## src/rtl/button_debouncer_pkg.sv

```systemverilog
// Shared types and defaults for the push-button debouncer.
// The state encoding is fixed so that bit 0 marks the two filtering states.
package button_debouncer_pkg;

  localparam int DB_CYCLES_DEFAULT = 50000;

  typedef enum logic [1:0] {
    RELEASED     = 2'b00,
    PRESS_WAIT   = 2'b01,
    PRESSED      = 2'b10,
    RELEASE_WAIT = 2'b11
  } db_state_e;

endpackage : button_debouncer_pkg

```

## src/rtl/debounce_channel.sv

```systemverilog
// One button channel: 2-flop synchroniser, then a stable-time filter FSM.
// The input is already polarity-normalised (1 = pressed).
module debounce_channel
  import button_debouncer_pkg::*;
#(
  parameter int DB_CYCLES = DB_CYCLES_DEFAULT
) (
  input  logic clk,
  input  logic rst_n,
  input  logic p_in,
  output logic level_o,
  output logic busy_o
);

  localparam int CW = (DB_CYCLES > 2) ? $clog2(DB_CYCLES) : 1;
  localparam logic [CW-1:0] CNT_LAST = CW'(DB_CYCLES - 1);

  logic [1:0]    sync_q, sync_d;
  logic          s;
  db_state_e     state_q, state_d;
  logic [CW-1:0] cnt_q, cnt_d;
  logic          level_q, level_d;
  logic          busy_q, busy_d;

  always_comb begin
    // NOTE: every always_comb output gets a default first so no path can infer a latch.
    sync_d  = {sync_q[0], p_in};
    s       = sync_q[1];
    state_d = state_q;
    cnt_d   = cnt_q;
    level_d = level_q;
    busy_d  = busy_q;

    case (state_q)
      RELEASED: begin
        if (s) begin
          state_d = PRESS_WAIT;
          cnt_d   = '0;
          busy_d  = 1'b1;
        end
      end
      PRESS_WAIT: begin
        if (!s) begin
          state_d = RELEASED;
          cnt_d   = '0;
          busy_d  = 1'b0;
        end else if (cnt_q == CNT_LAST) begin
          state_d = PRESSED;
          cnt_d   = '0;
          level_d = 1'b1;
          busy_d  = 1'b0;
        end else begin
          cnt_d = cnt_q + CW'(1);
        end
      end
      PRESSED: begin
        if (!s) begin
          state_d = RELEASE_WAIT;
          cnt_d   = '0;
          busy_d  = 1'b1;
        end
      end
      RELEASE_WAIT: begin
        // A reversal aborts the window; the count restarts from zero next time.
        if (s) begin
          state_d = PRESSED;
          cnt_d   = '0;
          busy_d  = 1'b0;
        end else if (cnt_q == CNT_LAST) begin
          state_d = RELEASED;
          cnt_d   = '0;
          level_d = 1'b0;
          busy_d  = 1'b0;
        end else begin
          cnt_d = cnt_q + CW'(1);
        end
      end
      default: begin
        state_d = RELEASED;
        cnt_d   = '0;
        level_d = 1'b0;
        busy_d  = 1'b0;
      end
    endcase
  end

  // NOTE: all state uses non-blocking assignments so every flop samples pre-edge values.
  always_ff @(posedge clk or negedge rst_n) begin
    if (!rst_n) begin
      sync_q  <= '0;
      state_q <= RELEASED;
      cnt_q   <= '0;
      level_q <= 1'b0;
      busy_q  <= 1'b0;
    end else begin
      sync_q  <= sync_d;
      state_q <= state_d;
      cnt_q   <= cnt_d;
      level_q <= level_d;
      busy_q  <= busy_d;
    end
  end

  assign level_o = level_q;
  assign busy_o  = busy_q;

endmodule : debounce_channel

```

## src/rtl/button_debouncer.sv

```systemverilog
// Multi-channel key conditioner: polarity normalisation plus one independent
// debounce_channel per key, producing a clean registered "pressed" level.
module button_debouncer
  import button_debouncer_pkg::*;
#(
  parameter int N_BTN         = 4,
  parameter int DB_CYCLES     = DB_CYCLES_DEFAULT,
  parameter bit ACTIVE_LOW_IN = 1'b1
) (
  input  logic             clk,
  input  logic             rst_n,
  input  logic [N_BTN-1:0] btn_raw,
  output logic [N_BTN-1:0] btn_level,
  output logic [N_BTN-1:0] btn_busy
);

  logic [N_BTN-1:0] btn_p;

  assign btn_p = btn_raw ^ {N_BTN{ACTIVE_LOW_IN}};

  for (genvar i = 0; i < N_BTN; i++) begin : g_ch
    debounce_channel #(
      .DB_CYCLES(DB_CYCLES)
    ) u_ch (
      .clk    (clk),
      .rst_n  (rst_n),
      .p_in   (btn_p[i]),
      .level_o(btn_level[i]),
      .busy_o (btn_busy[i])
    );
  end

endmodule : button_debouncer

```

## config.mk

```make
export PLATFORM = sky130hd
export DESIGN_NAME = button_debouncer
export DESIGN_NICKNAME = d
export VERILOG_FILES = /design/src/rtl/button_debouncer_pkg.sv /design/src/rtl/debounce_channel.sv /design/src/rtl/button_debouncer.sv
export SDC_FILE = /design/constraint.sdc
export NUM_CORES = 1
export LEC_CHECK = 0
export ABC_AREA = 1
export BUFFER_PORTS_ARGS = -buffer_cell sky130_fd_sc_hd__buf_2
export CORE_AREA = 10 10 118 120
export CTS_BUF_LIST = sky130_fd_sc_hd__clkbuf_4 sky130_fd_sc_hd__clkbuf_8
export CTS_CLUSTER_DIAMETER = 100
export DETAILED_ROUTE_END_ITERATION = 10
export DIE_AREA = 0 0 128 130
export PLACE_DENSITY = 0.66
export SYNTH_ARGS = -nofsm -noshare
export SYNTH_HDL_FRONTEND = slang
export SYNTH_HIERARCHICAL = 1
export SYNTH_SLANG_ARGS = --single-unit
```

## constraint.sdc

```tcl
create_clock -name clk -period 2.7 [get_ports clk]
set_input_delay 0.135 -clock clk [delete_from_list [all_inputs] [get_ports clk]]
set_output_delay 0.135 -clock clk [all_outputs]
set_load 0.02 [all_outputs]
```

### Yosys cells after proc, flatten, opt, wreduce, memory -nomap -nowiden

Cells that the tools add are included.

| word-level totals | value |
|---|---|
| input bits | 6 |
| bits in registers | 88 |

| operators by class | value |
|---|---|
| reduce and logical (&&, ||, !) cells | 20 |
| add/subtract/negate cells | 4 |
| mux-type cells | 96 |
| bitwise logic cells | 1 |
| equal/unequal tests | 48 |

Operator list:

| cell | count |
|---|---|
| $mux W16 | 20 |
| $pmux W16 S4 | 4 |
| $add A16 B1 Y16 const B | 4 |
| $eq A16 B16 Y1 const B | 4 |
| $mux W2 | 24 |
| $mux W1 | 36 |
| $ne A2 B1 Y1 const B | 16 |
| $pmux W2 S4 | 4 |
| $reduce_and A5 Y1 | 4 |
| $eq A2 B2 Y1 const B | 8 |
| $ne A2 B2 Y1 const B | 8 |
| $pmux W1 S4 | 4 |
| $reduce_and A4 Y1 | 4 |
| $ne A3 B1 Y1 const B | 4 |
| $ne A3 B3 Y1 const B | 4 |
| $eq A2 B1 Y1 const B | 4 |
| $logic_not A2 Y1 | 4 |
| $pmux W1 S2 | 4 |
| $reduce_and A2 Y1 | 4 |
| $reduce_bool A2 Y1 | 4 |
| $not A4 Y4 | 1 |

### Logic depth before layout (Yosys ltp)

Gate-level depths: netlist (run 1).

| depth | value |
|---|---|
| word-level depth | 4 |
| depth in mapped cells | 9 |

### Hierarchy

Netlist (run 1), hierarchy kept.

Modules (own cells, without submodules):

| module | cells each | times used | area each (µm²) |
|---|---|---|---|
| debounce_channel (g_ch[1].u_ch ...) | 181 | 2 | 1301.2 |
| debounce_channel (g_ch[0].u_ch) | 161 | 1 | 1280.0 |
| debounce_channel (g_ch[3].u_ch) | 156 | 1 | 1188.6 |
| button_debouncer | 4 | 1 | 15.0 |

### Worst setup path before layout (run 1)

Ideal clock, no wire load.

| timing path | value |
|---|---|
| path kind | register to register |
| start | register g_ch[3].u_ch.cnt_q[0] |
| end | register g_ch[3].u_ch.level_q |
| required time | 2583 ps |
| path slack | 1320 ps |
| stages on the path, launching flop included | 9 |
| arrival | 1263 ps |
| clock period less this slack | 1380 ps |
| path buffers | 0 |
| path through | dfrtp_1 > ha_1 > nand3_1 > nor2_1 > nand2_1 > nor2_2 > nand2_1 > nand2_1 > nand2_1 |

| between the ends | value |
|---|---|
| longest elaborated chain between the ends | 3 |

RTL lines:

| item | RTL line | source |
|---|---|---|
| start: declaration | debounce_channel.sv:21 | `logic [CW-1:0] cnt_q, cnt_d;` |
| start signal: assignment | debounce_channel.sv:98 | `cnt_q <= cnt_d;` |
| $eq A16 B16 Y1 (*) | debounce_channel.sv:47, debounce_channel.sv:69 |  |
| $ne A2 B1 Y1 (no line) | -- |  |
| $reduce_and A5 Y1 (no line) (*) | -- |  |
| end signal: assignment | debounce_channel.sv:99 | `level_q <= level_d;` |
| end: declaration | debounce_channel.sv:22 | `logic level_q, level_d;` |

Every way passes the cells marked *; elsewhere a longest branch is shown, timed or not.
A chain may end at the register's enable or synchronous reset.

### Worst setup path in the final report (run 1)

| timing path | value |
|---|---|
| start | register g_ch[3].u_ch.sync_q[1] |
| end | register g_ch[3].u_ch.cnt_q[4] |

| between the ends | value |
|---|---|
| longest elaborated chain between the ends | 2 |

RTL lines:

| item | RTL line | source |
|---|---|---|
| start: declaration | debounce_channel.sv:18 | `logic [1:0] sync_q, sync_d;` |
| start signal: assignment | debounce_channel.sv:96 | `sync_q <= sync_d;` |
| $mux W16 (tied with other cells) | debounce_channel.sv:65 | `if (s) begin` |
| $pmux W16 S4 or $reduce_and A2 Y1 (tied branches) | -- |  |

Parallel ways exist; a longest one is shown, timed or not.

==> flow_summary.toml, run 1 <==
[sta]
final-hold-violation-count = 0
fmax_mhz = 554
slew_viol_final = 0
rsz0062_at_grt = "false"
min_period_ns = 1.81
fin_skew_ns = 0.0101
slew_headroom_pct = 42.9
post-route-period-util_pct = 66.9
setup_viol = 0
worst_slew_pin_slew_ns = 0.853
finalSetupTns_ns = 0

[logic_synthesis]
synth_nets = 693
ys_seq_area_share_pct = 43.3
ys_seq_elements = 88
avgSynthCellArea_um2 = 7.45
yosysUniqueCellTypes = 30
netlist_area_mm2 = 0.00509
synth_warnings = 6
syn_inst = 683

[cts]
cts_buffers = 9
clock_latency_ns = 0.37
cts.path.max_buffers = 2
cts_tree = "done"
cts-hold-fix-buffers = 5
htree_levels = 3
cts_resized = 0
cts_setup_buffers = 0
cts.sinks = 88
clk_pin_slew_worst_paths_ns = 0.10
cts_root_buf = "clkbuf_8"

[layout]
layout_commonest_cell = "nand2_1"
layout_common_cells = "204 x nand2_1, 88 x dfrtp_1, 81 x inv_1"
final_layout_size_suffix_gt1_share_pct = 11.4
area_growth_syn_to_layout_pct = 9.10
nets = 715
diodes = 0
fillerInstances = 1178
final_core_util_pct = 47.4

[detailed_routing]
drt_iter0_drc = 311
vias = 4388
routed_wl_mm = 10.7
postRouteAntennaNets = 0
wl_per_cell_um = 12.4
drt_pass1_iterations = 5
drc = 0
via_per_inst = 5.12

[grt]
overflow = 0
grt_max_degree = 55
grt_pass1_vias = 4081
grt_pass1_wl_mm = 18.6
antenna_found_initial = 0
grt.total_usage_pct = 13.4

[floorplan]
fp.coreArea_mm2 = 0.0117
rows = 40
dieArea_mm2 = 0.0166
die_x_um = 128
boundaryPins = 14
start_util_pct = 43.4
die_y_um = 130

[power_and_ir_drop]
cellPowerDensity_mw_per_mm2 = 563
worst_ir_drop_vdd_uv = 353
p_leak_uw = 0.00258
total_power_uw = 3130

[run]
maxCapViolCount = 0

[critical_path]
cp-end-kind = "flip-flop"
crit_required_ns = 2.99
cp_max_fo = 13
crit_path_start_kind = "flip-flop"
cp.arrival_ns = 2.10
worstSetupPathType = "flip-flop to flip-flop"

[placement]
portBuffers = 13
dp_hpwl_mm = 7.69
gp_congestion = 0.888

[hold_path]
hold_path.class = "input pin to asynchronous set/reset pin"

[outcome]
status = "completed"
[worst max-delay path, cell delays in order (launching register included)]
cell and delay [ns]:
dfrtp_1 0.44, xor2_2 0.21, nor2_1 0.66, inv_1 0.22
o22ai_1 0.21
[metrics by stage]
step | cells | setup slack (ns) | cell area [um^2] | hold WS, ns
6_report | 857 | 0.894 | 5550 | 0.355
3_3_place_gp | 836 | 0.999 | 5320 | 0.245
3_5_place_dp | 836 | 0.885 | 5320 | 0.244
5_1_grt | 857 | 0.640 | 5550 | 0.375
2_1_floorplan | 683 | 1.32 | 5090 | -0.161
4_1_cts | 857 | 0.902 | 5550 | 0.364
[cells in the mapped netlist (all sizes together)]
cell type  number  share of area, %
a21o            2              0.30
a21oi          20               2.9
buf             8              0.79
clkinv          2              0.15
dfrtp          88                43
ha              4              0.98
inv            84               6.2
nand2         220                17
nand3          67               6.9
nand4          17               2.1
nor2           85               8.0
nor3            7               1.0
o21ai          40               4.0
o21bai         12               1.8
o22ai           8              0.98
o31ai           2              0.30
xnor2           3              0.52
xor2           14               2.6
[final timing paths]
kind	startpoint	to	slack (ns)	cells past startpoint
setup / recovery	g_ch[3].u_ch/sync_q[1]	g_ch[3].u_ch/cnt_q[4]	0.89	4
hold / removal	rst_n	g_ch[0].u_ch/cnt_q[8]	0.35	2
setup reg to reg	g_ch[3].u_ch/sync_q[1]	g_ch[3].u_ch/cnt_q[4]	0.89	4
hold reg to reg	g_ch[0].u_ch/sync_q[0]	g_ch[0].u_ch/sync_q[1]	0.36	0
max in group asynchronous	rst_n	g_ch[3].u_ch/cnt_q[1]	1.69	3
min in group clk	g_ch[0].u_ch/sync_q[0]	g_ch[0].u_ch/sync_q[1]	0.36	0
[cell families after synthesis]
logic type	count (synthesis)	share of synthesized area, %
compound gates	84	10.2
buf+inv	94	7.13
fa+ha+maj	4	0.984
simple gates	396	35.3
xor+xnor	17	3.08
flops	88	43.3
[flip-flops by register name (all words and copies together), names as in the netlist, named ones only]
signal,count
g_ch.u_ch/cnt_q,64
g_ch.u_ch/sync_q,8
g_ch.u_ch/state_q,4
g_ch.u_ch/busy_o,4
g_ch.u_ch/level_o,4
[where the power goes]
| group | internal, uW | leakage [uW] | switching [uW] | total [uW] |
|---|---|---|---|---|
| Combinational | 189 | 0.00130 | 487 | 677 |
| Sequential | 1440 | 0.00119 | 137 | 1580 |
| Clock | 363 | 0.0000926 | 505 | 868 |
| Total | 2000 | 0.00258 | 1130 | 3130 |
[cell type report]
| class | instances | area (um^2) | area share, % |
|---|---|---|---|
| inverters | 86 | 323 | 5.82 |
| multi-input cells | 501 | 2520 | 45.4 |
| well taps | 147 | 184 | 3.31 |
| clock inverters | 6 | 43.8 | 0.789 |
| clock buffers | 10 | 138 | 2.48 |
| flip-flops and latches | 88 | 2200 | 39.7 |
| repair buffers | 19 | 138 | 2.48 |
[metal layers]
metal / up-vias / track usage, % / wire (um)
li1: 2227 / - / -
met1: 2058 / 17.2 / 5110
met2: 92 / 21.9 / 5000
met3: 11 / 2.47 / 388
met4: 0 / 5.50 / 163
met5: - / 0 / 0
Power figures use the tool's default switching activity.
==> inputs of run 2 (changes only) <==
--- a/config.mk
+++ b/config.mk
@@ -12,7 +12,7 @@
 export CTS_CLUSTER_DIAMETER = 100
 export DETAILED_ROUTE_END_ITERATION = 10
 export DIE_AREA = 0 0 128 130
-export PLACE_DENSITY = 0.66
+export PLACE_DENSITY = 0.68
 export SYNTH_ARGS = -nofsm -noshare
 export SYNTH_HDL_FRONTEND = slang
 export SYNTH_HIERARCHICAL = 1
==> constraint.sdc (replaced) <==
create_clock -name clk -period 1.5 [get_ports clk]
set_input_delay 0.075 -clock clk [delete_from_list [all_inputs] [get_ports clk]]
set_output_delay 0.075 -clock clk [all_outputs]
set_load 0.02 [all_outputs]
==> run 2 against run 1 <==
Effect of this change: via count is 2.6% higher; final area increased by 7.0%; register-to-register slack lost 0.81 ns; sequential power is 78% higher; maximum frequency grew 27%; non-clock buffer count is 21 higher; core utilization grew 3.3 points; critical path depth increased by 4; routed wire length grew 5.5%; largest power group unchanged; die area did not move; cell count up 2.8%; worst setup slack lost 0.81 ns.
==> flow_summary.toml, run 2 (synthesis gave the netlist of run 1 again) <==
[layout]
diodes = 0
area_growth_syn_to_layout_pct = 16.7
largest_reg_flops = 64
final_layout_size_suffix_gt1_share_pct = 16.9
nets = 739
fillerInstances = 1120
fin_cells = 881
regMostFlops = "g_ch.u_ch/cnt_q"
design_area_mm2 = 0.00594
layout_commonest_cell = "nand2_1"
layout_common_cells = "198 x nand2_1, 85 x dfrtp_1, 81 x inv_1"
reg.largest.list = "g_ch.u_ch/cnt_q: 64 flops, g_ch.u_ch/sync_q: 8 flops"

[critical_path]
crit_path_start_kind = "flip-flop"
cp.arrival_ns = 1.68
r2r-start = "g_ch[0].u_ch/cnt_q[1]"
worstSetupPathType = "flip-flop to flip-flop"
cp-end-kind = "flip-flop"
rrSetupSlack_ns = 0.08
crit_required_ns = 1.76
cp_max_fo = 9
worst_path_max_delay_cell = "dfrtp_1"
worstPathCellList = "ha_4 -> nand3_2 -> nor2_4 -> nand2_4 -> nand2_4 -> nand2_2 -> nand2_1 -> o21ai_1"
cpPeakStageDelay_ns = 0.41
crit_top_cell = "nand2_4"
reg2reg_depth = 8
r2r_end = "g_ch[0].u_ch/busy_o"

[cts]
clk_pin_slew_worst_paths_ns = 0.09
cts_root_buf = "clkbuf_8"
htree_levels = 3
cts_buffers = 9
cts.sinks = 88
cts.path.max_buffers = 2
cts_tree = "done"
clock_latency_ns = 0.37

[grt]
grt_pass1_vias = 4370
antenna_found_initial = 0
overflow = 0
grt_pass1_wl_mm = 19.3
grt.total_usage_pct = 13.8
grt_max_degree = 37

[sta]
post-route-period-util_pct = 94.4
fmax_mhz = 706
fin_skew_ns = 0.00928
min_period_ns = 1.42
slew_viol_final = 0
final-hold-violation-count = 0
fin_hold_ws_ns = 0.219
rsz0062_at_grt = "true"
setup_viol = 0
worst_slew_pin_slew_ns = 0.437
slew_headroom_pct = 70.9
timing.final.ws_setup_ns = 0.0834

[floorplan]
start_util_pct = 43.4
rows = 40
die_x_um = 128
die_y_um = 130
dieArea_mm2 = 0.0166
boundaryPins = 14
fp.coreArea_mm2 = 0.0117

[detailed_routing]
vias = 4503
postRouteAntennaNets = 0
routed_wl_mm = 11.3
drt_iter0_drc = 301
drc = 0
drt_pass1_iterations = 5
wl_per_cell_um = 12.8
via_per_inst = 5.11

[power_and_ir_drop]
worst_ir_drop_vdd_uv = 569
p_leak_uw = 0.00274
cellPowerDensity_mw_per_mm2 = 1090
total_power_uw = 6440

[placement]
dp_cells = 853
place_area_mm2 = 0.00545
dp_hpwl_mm = 8.10
pre_cts_ws_ns = 0.0139
portBuffers = 13
gp_congestion = 0.893

[hold_path]
hold_path.class = "input pin to asynchronous set/reset pin"

[run]
maxCapViolCount = 0

[outcome]
status = "completed"
==> run 2: cell count changes in the layout (fill, tap and decap cells not counted), moves of 3 or more <==
cell and change:
bufinv_16 +3, dfrtp_2 +3, nor2_1 -6, nand2_2 +4, ha_1 -4, buf_4 +20, dfrtp_1 -3, nand2_1 -6
ha_2 +3, nor2_4 +6
==> run 2: metal layers <==
metal	up-vias	share of wire, %	track usage, %	wire (um)
li1	2288	-	-	-
met1	2112	46	16.6	5140
met2	88	50	23.5	5580
met3	15	3.1	2.31	349
met4	0	1.7	6.69	193
met5	-	0	0	0
==> run 2: layout make-up <==
class                           count  area (um^2)  share of cell area (%)
Sequential cell                    88         2210                    37.2
Multi-Input combinational cell    504         2670                    44.9
Tap cell                          147          184                    3.10
Inverter                           86          323                    5.44
Timing Repair Buffer               40          308                    5.19
Clock inverter                      5          104                    1.75
Clock buffer                       11          145                    2.45
==> run 2: what timing repair did <==
action	4_1_cts	5_1_grt
hold buffers	5	0
hold endpoints to repair	32	0
endpoints found under the setup margin	0	70
buffers inserted	0	4
gates resized for setup	0	33
==> run 2: where the power goes <==
part	internal [uW]	total, uW	switching, uW
logic	567	1570	1000
clock network	1170	2050	880
registers	2600	2820	220
total	4340	6440	2100
==> run 2: worst max-delay path by stage <==
stage / startpoint / end / slack [ns] / cells after the start
2_1_floorplan: g_ch[3].u_ch/cnt_q[0] / g_ch[3].u_ch/level_o / 0.12 / 8
3_3_place_gp: g_ch[3].u_ch/cnt_q[0] / g_ch[3].u_ch/cnt_q[15] / 0.06 / 7
3_5_place_dp: g_ch[0].u_ch/cnt_q[0] / g_ch[0].u_ch/busy_o / 0.01 / 8
4_1_cts: g_ch[0].u_ch/cnt_q[0] / g_ch[0].u_ch/busy_o / 0.003 / 8
5_1_grt: g_ch[3].u_ch/cnt_q[7] / g_ch[3].u_ch/cnt_q[11] / -0.03 / 7
6_report: g_ch[0].u_ch/cnt_q[1] / g_ch[0].u_ch/busy_o / 0.08 / 8
==> run 2: metrics by stage <==
stage          setup TNS, ns  utilization (%)
2_1_floorplan              0                -
3_3_place_gp               0             46.5
3_5_place_dp               0             46.5
4_1_cts                    0             49.0
5_1_grt              -0.0268             50.7
6_report                   0             50.7
==> run 2: critical path, delay by kind of cell (launching register included) <==
kind            cells  cell delay [ns]
simple gates        6             0.64
flops               1             0.41
compound gates      1             0.07
fa+ha+maj           1             0.18
